==> config.mk <==
export PLATFORM = sky130hd
export DESIGN_NAME = dram_ctrl
export DESIGN_NICKNAME = d
export VERILOG_FILES = /design/src/rtl/dram_ctrl_pkg.sv /design/src/rtl/dram_refresh_timer.sv /design/src/rtl/dram_ctrl.sv
export SDC_FILE = /design/constraint.sdc
export NUM_CORES = 1
export LEC_CHECK = 0
export CAP_MARGIN = 20
export CORE_MARGIN = 10
export CORE_UTILIZATION = 30
export CTS_BUF_LIST = sky130_fd_sc_hd__clkbuf_16
export DETAILED_ROUTE_END_ITERATION = 8
export PLACE_DENSITY_LB_ADDON = 0.25
export SLEW_MARGIN = 20
export SYNTH_ARGS = -nofsm -noshare
export SYNTH_HDL_FRONTEND = slang
export SYNTH_HIERARCHICAL = 1
export SYNTH_SLANG_ARGS = --single-unit
==> constraint.sdc <==
create_clock -name clk -period 6.62 [get_ports clk]
set_input_delay 1.986 -clock clk [delete_from_list [all_inputs] [get_ports clk]]
set_output_delay 1.986 -clock clk [all_outputs]
set_load 0.05 [all_outputs]
==> src/rtl/dram_ctrl_pkg.sv <==
// dram_ctrl_pkg: shared types and helpers for the fast-page DRAM initiator.
//   state_t  - controller state encoding
//   dc_col / dc_row / dc_bank - slice a {bank, row, col} host address.
//     The address is passed zero-extended to 64 bits together with the
//     row/column width so one function serves any AWID/RWID instance.
package dram_ctrl_pkg;

  typedef enum logic [2:0] {
    ST_IDLE,
    ST_ROW,
    ST_COL,
    ST_CAS,
    ST_PRE,
    ST_CBR_CAS,
    ST_CBR_RAS
  } state_t;

  function automatic logic [63:0] dc_col(input logic [63:0] a, input int awid);
    return a & ((64'd1 << awid) - 64'd1);
  endfunction

  function automatic logic [63:0] dc_row(input logic [63:0] a, input int awid);
    return (a >> awid) & ((64'd1 << awid) - 64'd1);
  endfunction

  function automatic logic [63:0] dc_bank(input logic [63:0] a, input int awid);
    return a >> (2 * awid);
  endfunction

endpackage

==> src/rtl/dram_refresh_timer.sv <==
// dram_refresh_timer: free-running refresh interval counter.
//   clk      in   system clock
//   rst      in   asynchronous active-high reset
//   ref_take in   controller is starting a CBR refresh this edge
//   ref_pend out  a refresh is owed
// The counter wraps modulo REF_PERIOD; each wrap raises ref_pend. A wrap
// that lands while a refresh is already owed is simply absorbed.
module dram_refresh_timer #(
  parameter int REF_PERIOD = 256
) (
  input  logic clk,
  input  logic rst,
  input  logic ref_take,
  output logic ref_pend
);

  localparam int CW = $clog2(REF_PERIOD + 1);
  localparam logic [CW-1:0] LAST = CW'(REF_PERIOD - 1);

  logic [CW-1:0] cnt_q;
  logic          pend_q;
  logic          wrap;

  assign wrap     = (cnt_q == LAST);
  assign ref_pend = pend_q;

  always_ff @(posedge clk or posedge rst) begin
    if (rst) begin
      cnt_q  <= '0;
      pend_q <= 1'b0;
    end else begin
      cnt_q <= wrap ? '0 : cnt_q + CW'(1);
      // A fresh wrap wins over a take on the same edge so it is not lost.
      if (wrap)
        pend_q <= 1'b1;
      else if (ref_take)
        pend_q <= 1'b0;
    end
  end

endmodule

==> src/rtl/dram_ctrl.sv <==
// dram_ctrl: single-word fast-page DRAM initiator with CBR refresh.
//   clk, rst         clock, asynchronous active-high reset
//   req, rnw, addr   host request ({bank,row,col}), 1 = read
//   wdata, be        write data and byte enables
//   busy, ack, rdata controller status, completion pulse, read data
//   ma, ras_n, cas_n, we_n, dq_out, dq_oe, dq_in   DRAM pins
// Access: IDLE -> ROW -> COL -> CAS -> PRE -> IDLE.
// Refresh: IDLE -> CBR_CAS -> CBR_RAS -> PRE -> IDLE.
// Every pin and ack/rdata comes straight from a flop.
module dram_ctrl
  import dram_ctrl_pkg::*;
#(
  parameter int AWID       = 10,
  parameter int BYTES      = 2,
  parameter int NUM_RAS    = 2,
  parameter int T_RCD      = 2,
  parameter int T_CAS      = 2,
  parameter int T_RP       = 2,
  parameter int T_RAS_CBR  = 3,
  parameter int REF_PERIOD = 256
) (
  input  logic                                    clk,
  input  logic                                    rst,
  input  logic                                    req,
  input  logic                                    rnw,
  input  logic [2*AWID+$clog2(NUM_RAS)-1:0]       addr,
  input  logic [BYTES*8-1:0]                      wdata,
  input  logic [BYTES-1:0]                        be,
  output logic                                    busy,
  output logic                                    ack,
  output logic [BYTES*8-1:0]                      rdata,
  output logic [AWID-1:0]                         ma,
  output logic [NUM_RAS-1:0]                      ras_n,
  output logic [BYTES-1:0]                        cas_n,
  output logic                                    we_n,
  output logic [BYTES*8-1:0]                      dq_out,
  output logic                                    dq_oe,
  input  logic [BYTES*8-1:0]                      dq_in
);

  localparam int RWID = $clog2(NUM_RAS);
  localparam int DWID = BYTES * 8;

  // Terminal counts for the multi-cycle states (counter starts at 0).
  localparam logic [7:0] COL_LAST = 8'(T_RCD - 2);
  localparam logic [7:0] CAS_LAST = 8'(T_CAS - 1);
  localparam logic [7:0] PRE_LAST = 8'(T_RP - 1);
  localparam logic [7:0] CBR_LAST = 8'(T_RAS_CBR - 1);
  localparam logic [NUM_RAS-1:0] RAS_ONE = NUM_RAS'(1);

  state_t             state_q;
  logic [7:0]         cnt_q;
  logic               rnw_q;
  logic [AWID-1:0]    col_q;
  logic [DWID-1:0]    wdata_q;
  logic [BYTES-1:0]   be_q;
  logic               busy_q;
  logic               ack_q;
  logic [DWID-1:0]    rdata_q;
  logic [AWID-1:0]    ma_q;
  logic [NUM_RAS-1:0] ras_n_q;
  logic [BYTES-1:0]   cas_n_q;
  logic               we_n_q;
  logic [DWID-1:0]    dq_out_q;
  logic               dq_oe_q;

  logic               ref_pend;
  logic               ref_take;
  logic [AWID-1:0]    addr_row;
  logic [AWID-1:0]    addr_col;
  logic [RWID-1:0]    addr_bank;

  assign addr_row  = AWID'(dc_row(64'(addr), AWID));
  assign addr_col  = AWID'(dc_col(64'(addr), AWID));
  assign addr_bank = RWID'(dc_bank(64'(addr), AWID));

  // Refresh outranks a waiting host request whenever both meet in IDLE.
  assign ref_take = (state_q == ST_IDLE) && ref_pend;

  dram_refresh_timer #(
    .REF_PERIOD(REF_PERIOD)
  ) u_refresh_timer (
    .clk     (clk),
    .rst     (rst),
    .ref_take(ref_take),
    .ref_pend(ref_pend)
  );

  always_ff @(posedge clk or posedge rst) begin
    if (rst) begin
      state_q  <= ST_IDLE;
      cnt_q    <= '0;
      rnw_q    <= 1'b1;
      col_q    <= '0;
      wdata_q  <= '0;
      be_q     <= '0;
      busy_q   <= 1'b0;
      ack_q    <= 1'b0;
      rdata_q  <= '0;
      ma_q     <= '0;
      ras_n_q  <= '1;
      cas_n_q  <= '1;
      we_n_q   <= 1'b1;
      dq_out_q <= '0;
      dq_oe_q  <= 1'b0;
    end else begin
      ack_q <= 1'b0;
      case (state_q)
        ST_IDLE: begin
          if (ref_pend) begin
            cas_n_q <= '0;
            we_n_q  <= 1'b1;
            busy_q  <= 1'b1;
            state_q <= ST_CBR_CAS;
          end else if (req) begin
            rnw_q   <= rnw;
            col_q   <= addr_col;
            wdata_q <= wdata;
            be_q    <= be;
            ma_q    <= addr_row;
            ras_n_q <= ~(RAS_ONE << addr_bank);
            busy_q  <= 1'b1;
            state_q <= ST_ROW;
          end
        end
        ST_ROW: begin
          // Column goes out now so it has settled well before CAS falls.
          ma_q <= col_q;
          if (!rnw_q) begin
            we_n_q   <= 1'b0;
            dq_oe_q  <= 1'b1;
            dq_out_q <= wdata_q;
          end
          cnt_q   <= '0;
          state_q <= ST_COL;
        end
        ST_COL: begin
          if (cnt_q == COL_LAST) begin
            cas_n_q <= rnw_q ? '0 : ~be_q;
            cnt_q   <= '0;
            state_q <= ST_CAS;
          end else begin
            cnt_q <= cnt_q + 8'd1;
          end
        end
        ST_CAS: begin
          if (cnt_q == CAS_LAST) begin
            if (rnw_q)
              rdata_q <= dq_in;
            ras_n_q <= '1;
            cas_n_q <= '1;
            we_n_q  <= 1'b1;
            dq_oe_q <= 1'b0;
            ack_q   <= 1'b1;
            cnt_q   <= '0;
            state_q <= ST_PRE;
          end else begin
            cnt_q <= cnt_q + 8'd1;
          end
        end
        ST_PRE: begin
          if (cnt_q == PRE_LAST) begin
            busy_q  <= 1'b0;
            state_q <= ST_IDLE;
          end else begin
            cnt_q <= cnt_q + 8'd1;
          end
        end
        ST_CBR_CAS: begin
          ras_n_q <= '0;
          cnt_q   <= '0;
          state_q <= ST_CBR_RAS;
        end
        ST_CBR_RAS: begin
          if (cnt_q == CBR_LAST) begin
            ras_n_q <= '1;
            cas_n_q <= '1;
            cnt_q   <= '0;
            state_q <= ST_PRE;
          end else begin
            cnt_q <= cnt_q + 8'd1;
          end
        end
        default: begin
          busy_q  <= 1'b0;
          state_q <= ST_IDLE;
        end
      endcase
    end
  end

  assign busy   = busy_q;
  assign ack    = ack_q;
  assign rdata  = rdata_q;
  assign ma     = ma_q;
  assign ras_n  = ras_n_q;
  assign cas_n  = cas_n_q;
  assign we_n   = we_n_q;
  assign dq_out = dq_out_q;
  assign dq_oe  = dq_oe_q;

endmodule

Word level (Yosys, flattened, before mapping)
Index checks and enable logic that the tools add are counted.
- register bits after elaboration: 100
- latch bits: 0
- bits in writable memories: 0
- bits in read-only memories: 0
- input port bits: 59
- output and inout port bits: 50
- word-level logic and storage cells: 106
- memories: 0
- add/subtract/negate cells: 2
- multipliers: 0
- div/mod/pow operators: 0
- order comparisons: 0
- eq/ne operators: 19
- shift-type cells: 1
- multiplexer cells: 39
- bitwise logic cells: 5
- reduce and logical (&&, ||, !) cells: 23
- operators by type and width (operator ; count):
    8-bit one-hot mux with 5 select lines ; 1
    8-bit 2-to-1 mux ; 4
    3-bit one-hot mux with 7 select lines ; 1
    10-bit 2-to-1 mux ; 2
    10-bit one-hot mux with 2 select lines ; 1
    3-bit 2-to-1 mux ; 6
    2-bit != test, second input constant ; 8
    2-bit one-hot mux with 4 select lines ; 2
    3-bit AND reduction ; 5
    5-bit AND reduction ; 3
    2-bit 2-to-1 mux ; 7
    1-bit 2-to-1 mux ; 11
    9-bit by 1-bit adder with 9-bit output, second input constant ; 1
    3-bit equality test, second input constant ; 3
    9-bit by 8-bit equality test with 1-bit output, second input constant ; 1
    9-bit 2-to-1 mux ; 1
    8-bit by 1-bit adder with 8-bit output, second input constant ; 1
    8-bit by 1-bit equality test with 1-bit output, second input constant ; 1
    8-bit by 2-bit equality test with 1-bit output, second input constant ; 1
    8-bit logical NOT ; 1
    4-bit nonzero test ; 2
    3-bit by 2-bit equality test with 1-bit output, second input constant ; 2
    1-bit one-hot mux with 3 select lines ; 2
    2-bit nonzero test ; 3
    other kinds (15) ; 19

Logic depth before layout (Yosys ltp)
- depth after elaboration: 5
- mapped depth: 7
- gate-level depth less buffers: 7

Hierarchy
Netlist, hierarchy kept.
- by module, submodules not included (module ; times used ; cells an instance ; area an instance (um2) ; seq. area each (um2)):
    dram_ctrl ; 1 ; 318 ; 3990.1 ; 2259.7
    dram_refresh_timer ; 1 ; 40 ; 441.7 ; 250.2

Least setup slack after synthesis
No wires, ideal clock.
- path kind: input-to-reg
- start point: input req
- end point: register be_q[0]
- library setup time: 125 ps
- arrival: 2962 ps
- data required time: 6495 ps
- path slack: 3534 ps
- cell stages on the path: 5
- buffers on the path: 2
- path through: nor2b_1 -> nand2_1 -> buf_2 -> buf_2 -> mux2_2
- word-level cells in the longest chain between the ends: 1
- RTL lines (what ; line ; text):
    start, declared ; dram_ctrl.sv:24 ; input logic req,
    3-bit AND reduction (no source line) ; n/a ;
    end signal, assigned ; dram_ctrl.sv:96 ; be_q <= '0;
    end signal, assigned ; dram_ctrl.sv:119 ; be_q <= be;
    end, declared ; dram_ctrl.sv:56 ; logic [BYTES-1:0] be_q;
No other way between the ends.
A chain may end at the register's enable or synchronous reset.

Worst setup path in the final report
- start point: register we_n_q (netlist: we_n)
- end point: output we_n
- RTL lines (what ; line ; text):
    start, declared ; dram_ctrl.sv:63 ; logic we_n_q;
    start signal, assigned ; dram_ctrl.sv:103 ; we_n_q <= 1'b1;
    start signal, assigned ; dram_ctrl.sv:112 ; we_n_q <= 1'b1;
    start signal, assigned ; dram_ctrl.sv:130 ; we_n_q <= 1'b0;
    end, declared ; dram_ctrl.sv:35 ; output logic we_n,
No word-level cell between the ends.

==> results.json <==
{
  "cp_slowest_cell": "clkdlybuf4s50_1",
  "r2r-end": "rdata[4]",
  "clock_sinks": 100,
  "clock_latency_ns": 0.35,
  "crit_arrival_ns": 1.73,
  "synth.ff_latch_count": 100,
  "drc": 0,
  "skew_ns": 0.004662,
  "antenna_found_initial": 0,
  "cts_tree": "yes",
  "cts_buffers": 9,
  "cts_resized": 0,
  "start_kind": "register",
  "hold_depth": 2,
  "hp-class": "reg -> reg",
  "synth.avg_cell_area_um2": 12.38,
  "utilization": 0.4148,
  "path_cells": "clkdlybuf4s50_1",
  "min-delay-start": "ma[7]",
  "critPathRequiredTime_ns": 4.63,
  "path_clk_slew_ns": 0.06,
  "synth_nets": 422,
  "vias_per_cell": 4.759,
  "stdcell_count": 656,
  "r2r_slack_ns": 4.00,
  "globalplace.congestion": 0.7703,
  "drtIter0Drc": 130,
  "hold_path_end": "ma[7]",
  "fin_crit_sh": 0.5611,
  "async_reset_ff_frac": 1.000,
  "num_vias": 3122,
  "row_count": 44,
  "synth_area_um2": 4432,
  "finalHoldViolCount": 0,
  "globalRouteOverflowTotal": 0,
  "peakVddDrop_v": 0.0002464,
  "cts_root_buffer": "clkbuf_16",
  "htreeDepth": 3,
  "die-width_um": 141.5,
  "drt_first_pass_iters": 4,
  "cp_max_fo": 4,
  "dpl.hpwl_mm": 7.777,
  "core_area_um2": 14480,
  "pre_cts_ws_ns": 2.876,
  "io_buffers": 108,
  "antenna_violating_nets_post_route": 0,
  "slew_viol_final": 0,
  "p_total_mw": 3.075,
  "finalCriticalPeriod_ns": 3.714,
  "ys_warn_count": 6,
  "path_buf_inv": 1,
  "relSlewSlack": 0.2900,
  "slowest_delay_ns": 0.82,
  "rsz0062_at_grt": "no",
  "r2r_start": "cnt_q[4]",
  "seq_area_frac_synth": 0.5663,
  "grt_pass1_wl_mm": 17.28,
  "first_global_vias": 3309,
  "io_pins": 109,
  "ys_types": 47,
  "start_util": 0.3061,
  "synth_area_leaders": "dfrtp_1 (53%), mux2_2 (17%), dfstp_2 (3.6%)",
  "max-cap-violations": 0,
  "yosysTopAreaCell": "dfrtp_1",
  "setup_viol": 0,
  "drive_above_1_share": 0.2161,
  "crit_path_end_kind": "output port",
  "cts_hold_buf": 0,
  "grt_start_max_net_pins": 61,
  "die_area_um2": 20030,
  "die_h_um": 141.5,
  "power_density_nw_per_um2": 512.0,
  "path_delay_family": "buffers and inverters",
  "fmax_mhz": 269.2,
  "reg2regPathDepth": 4,
  "synth_top_area_share": 0.5308,
  "place_inst": 640,
  "drt_wl_total_mm": 10.57,
  "n_antenna_cell": 0,
  "tightestPinTransition_ns": 1.057,
  "nNetsFinal": 531,
  "cts.path.max_buffers": 2,
  "fin_setup_tns_ns": 0,
  "crit_type": "reg -> out",
  "cts_setup_buffers": 0,
  "track_usage": 0.1071,
  "synth_edf_count": 0,
  "synth-main-ff-cell": "dfrtp_1",
  "wire_per_inst_um": 16.11,
  "outcome": "complete, no violations",
  "fillers": 1374,
  "p_leak_nw": 2.594,
  "fin_ws_ns": 2.906,
  "syn_inst": 358,
  "synthToLayoutAreaGrowth_pct": 35.52
}
[area by class of cell]
cell class / instances / area, um^2 / share of cell area
clock buffers: 9 / 225.2 / 0.03750
multi-input cells: 235 / 1826 / 0.3040
well taps: 184 / 230.2 / 0.03833
repair buffers: 112 / 1111 / 0.1850
inverters: 9 / 36.28 / 0.006042
clock inverters: 7 / 67.56 / 0.01125
flip-flops and latches: 100 / 2510 / 0.4179
[registers in the layout, indices dropped and copies added (netlist names), 2 cells and up]
register,flops
rdata,16
state_q,3
cnt_q,8
u_refresh_timer/cnt_q,9
cas_n,2
ma,10
col_q,10
dq_out,16
be_q,2
ras_n,2
wdata_q,16
[worst max-delay path by stage]
stage,from,endpoint,slack (ns),cells after the start
floorplan,rst,ack,2.31,1
global placement,req,ras_n[0],2.88,6
detailed placement,req,ras_n[1],2.88,6
CTS,we_n,we_n,2.87,1
global route,cas_n[1],cas_n[1],2.84,1
finish,we_n,we_n,2.91,1
[cells in the final DEF (no fill, tap or decap), types with 3 or more instances in the layout]
master             n
dfrtp_1           94
mux2_2            65
clkdlybuf4s50_1  108
clkbuf_16          9
nor2_1            17
a21oi_1           10
nand2_1           26
and3_1             3
ha_1               5
a31oi_1            5
a22o_1             3
nor2b_1            6
mux2i_1           12
nand2b_1           4
a21o_1             5
nand3_1            8
o21ai_0           19
buf_4              4
inv_1             10
nor3_1             6
dfstp_2            6
[metrics by stage]
stage	area (um^2)	hold WS, ns
3_3_place_gp	5712	0.4713
3_5_place_dp	5712	0.4762
4_1_cts	6005	0.4911
6_report	6006	0.4886
2_1_floorplan	4432	0.4639
5_1_grt	6006	0.5193
[Yosys cell counts (3+ instances only)]
cell	n
mux2_2	65
dfrtp_1	94
a21oi_1	10
nand3_1	8
dfstp_2	6
nand2b_1	4
nor2_1	17
and3_1	3
a31oi_1	5
a22o_1	3
mux2i_1	12
nor2b_1	6
nor3_1	6
nand2_1	26
ha_1	5
clkbuf_1	11
o21ai_0	20
inv_1	9
a21o_1	5
[power by group]
part | total [mW] | leakage [nW] | switching (mW) | internal [mW]
Clock | 0.522 | 0.148 | 0.230 | 0.292
Sequential | 1.07 | 1.24 | 0.189 | 0.880
Combinational | 1.48 | 1.20 | 0.897 | 0.587
Total | 3.07 | 2.59 | 1.32 | 1.76
[kinds of logic after synthesis]
group           after synthesis  share of synthesized area
simple gates                 90                     0.1107
flops                       100                     0.5663
mux                          77                     0.1923
compound gates               58                    0.08470
buf+inv                      23                    0.02174
fa+ha+maj                     6                    0.01638
xor+xnor                      4                   0.007907
[per-layer routing]
| metal | GRT usage | part of all wire | vias up |
|---|---|---|---|
| met2 | 0.1591 | 0.45 | 82 |
| met5 | 0 | 0 | - |
| li1 | - | - | 1498 |
| met3 | 0.05107 | 0.085 | 10 |
| met4 | 0.03550 | 0.012 | 0 |
| met1 | 0.1335 | 0.45 | 1532 |
No activity file was read; power rests on OpenSTA's default activity.
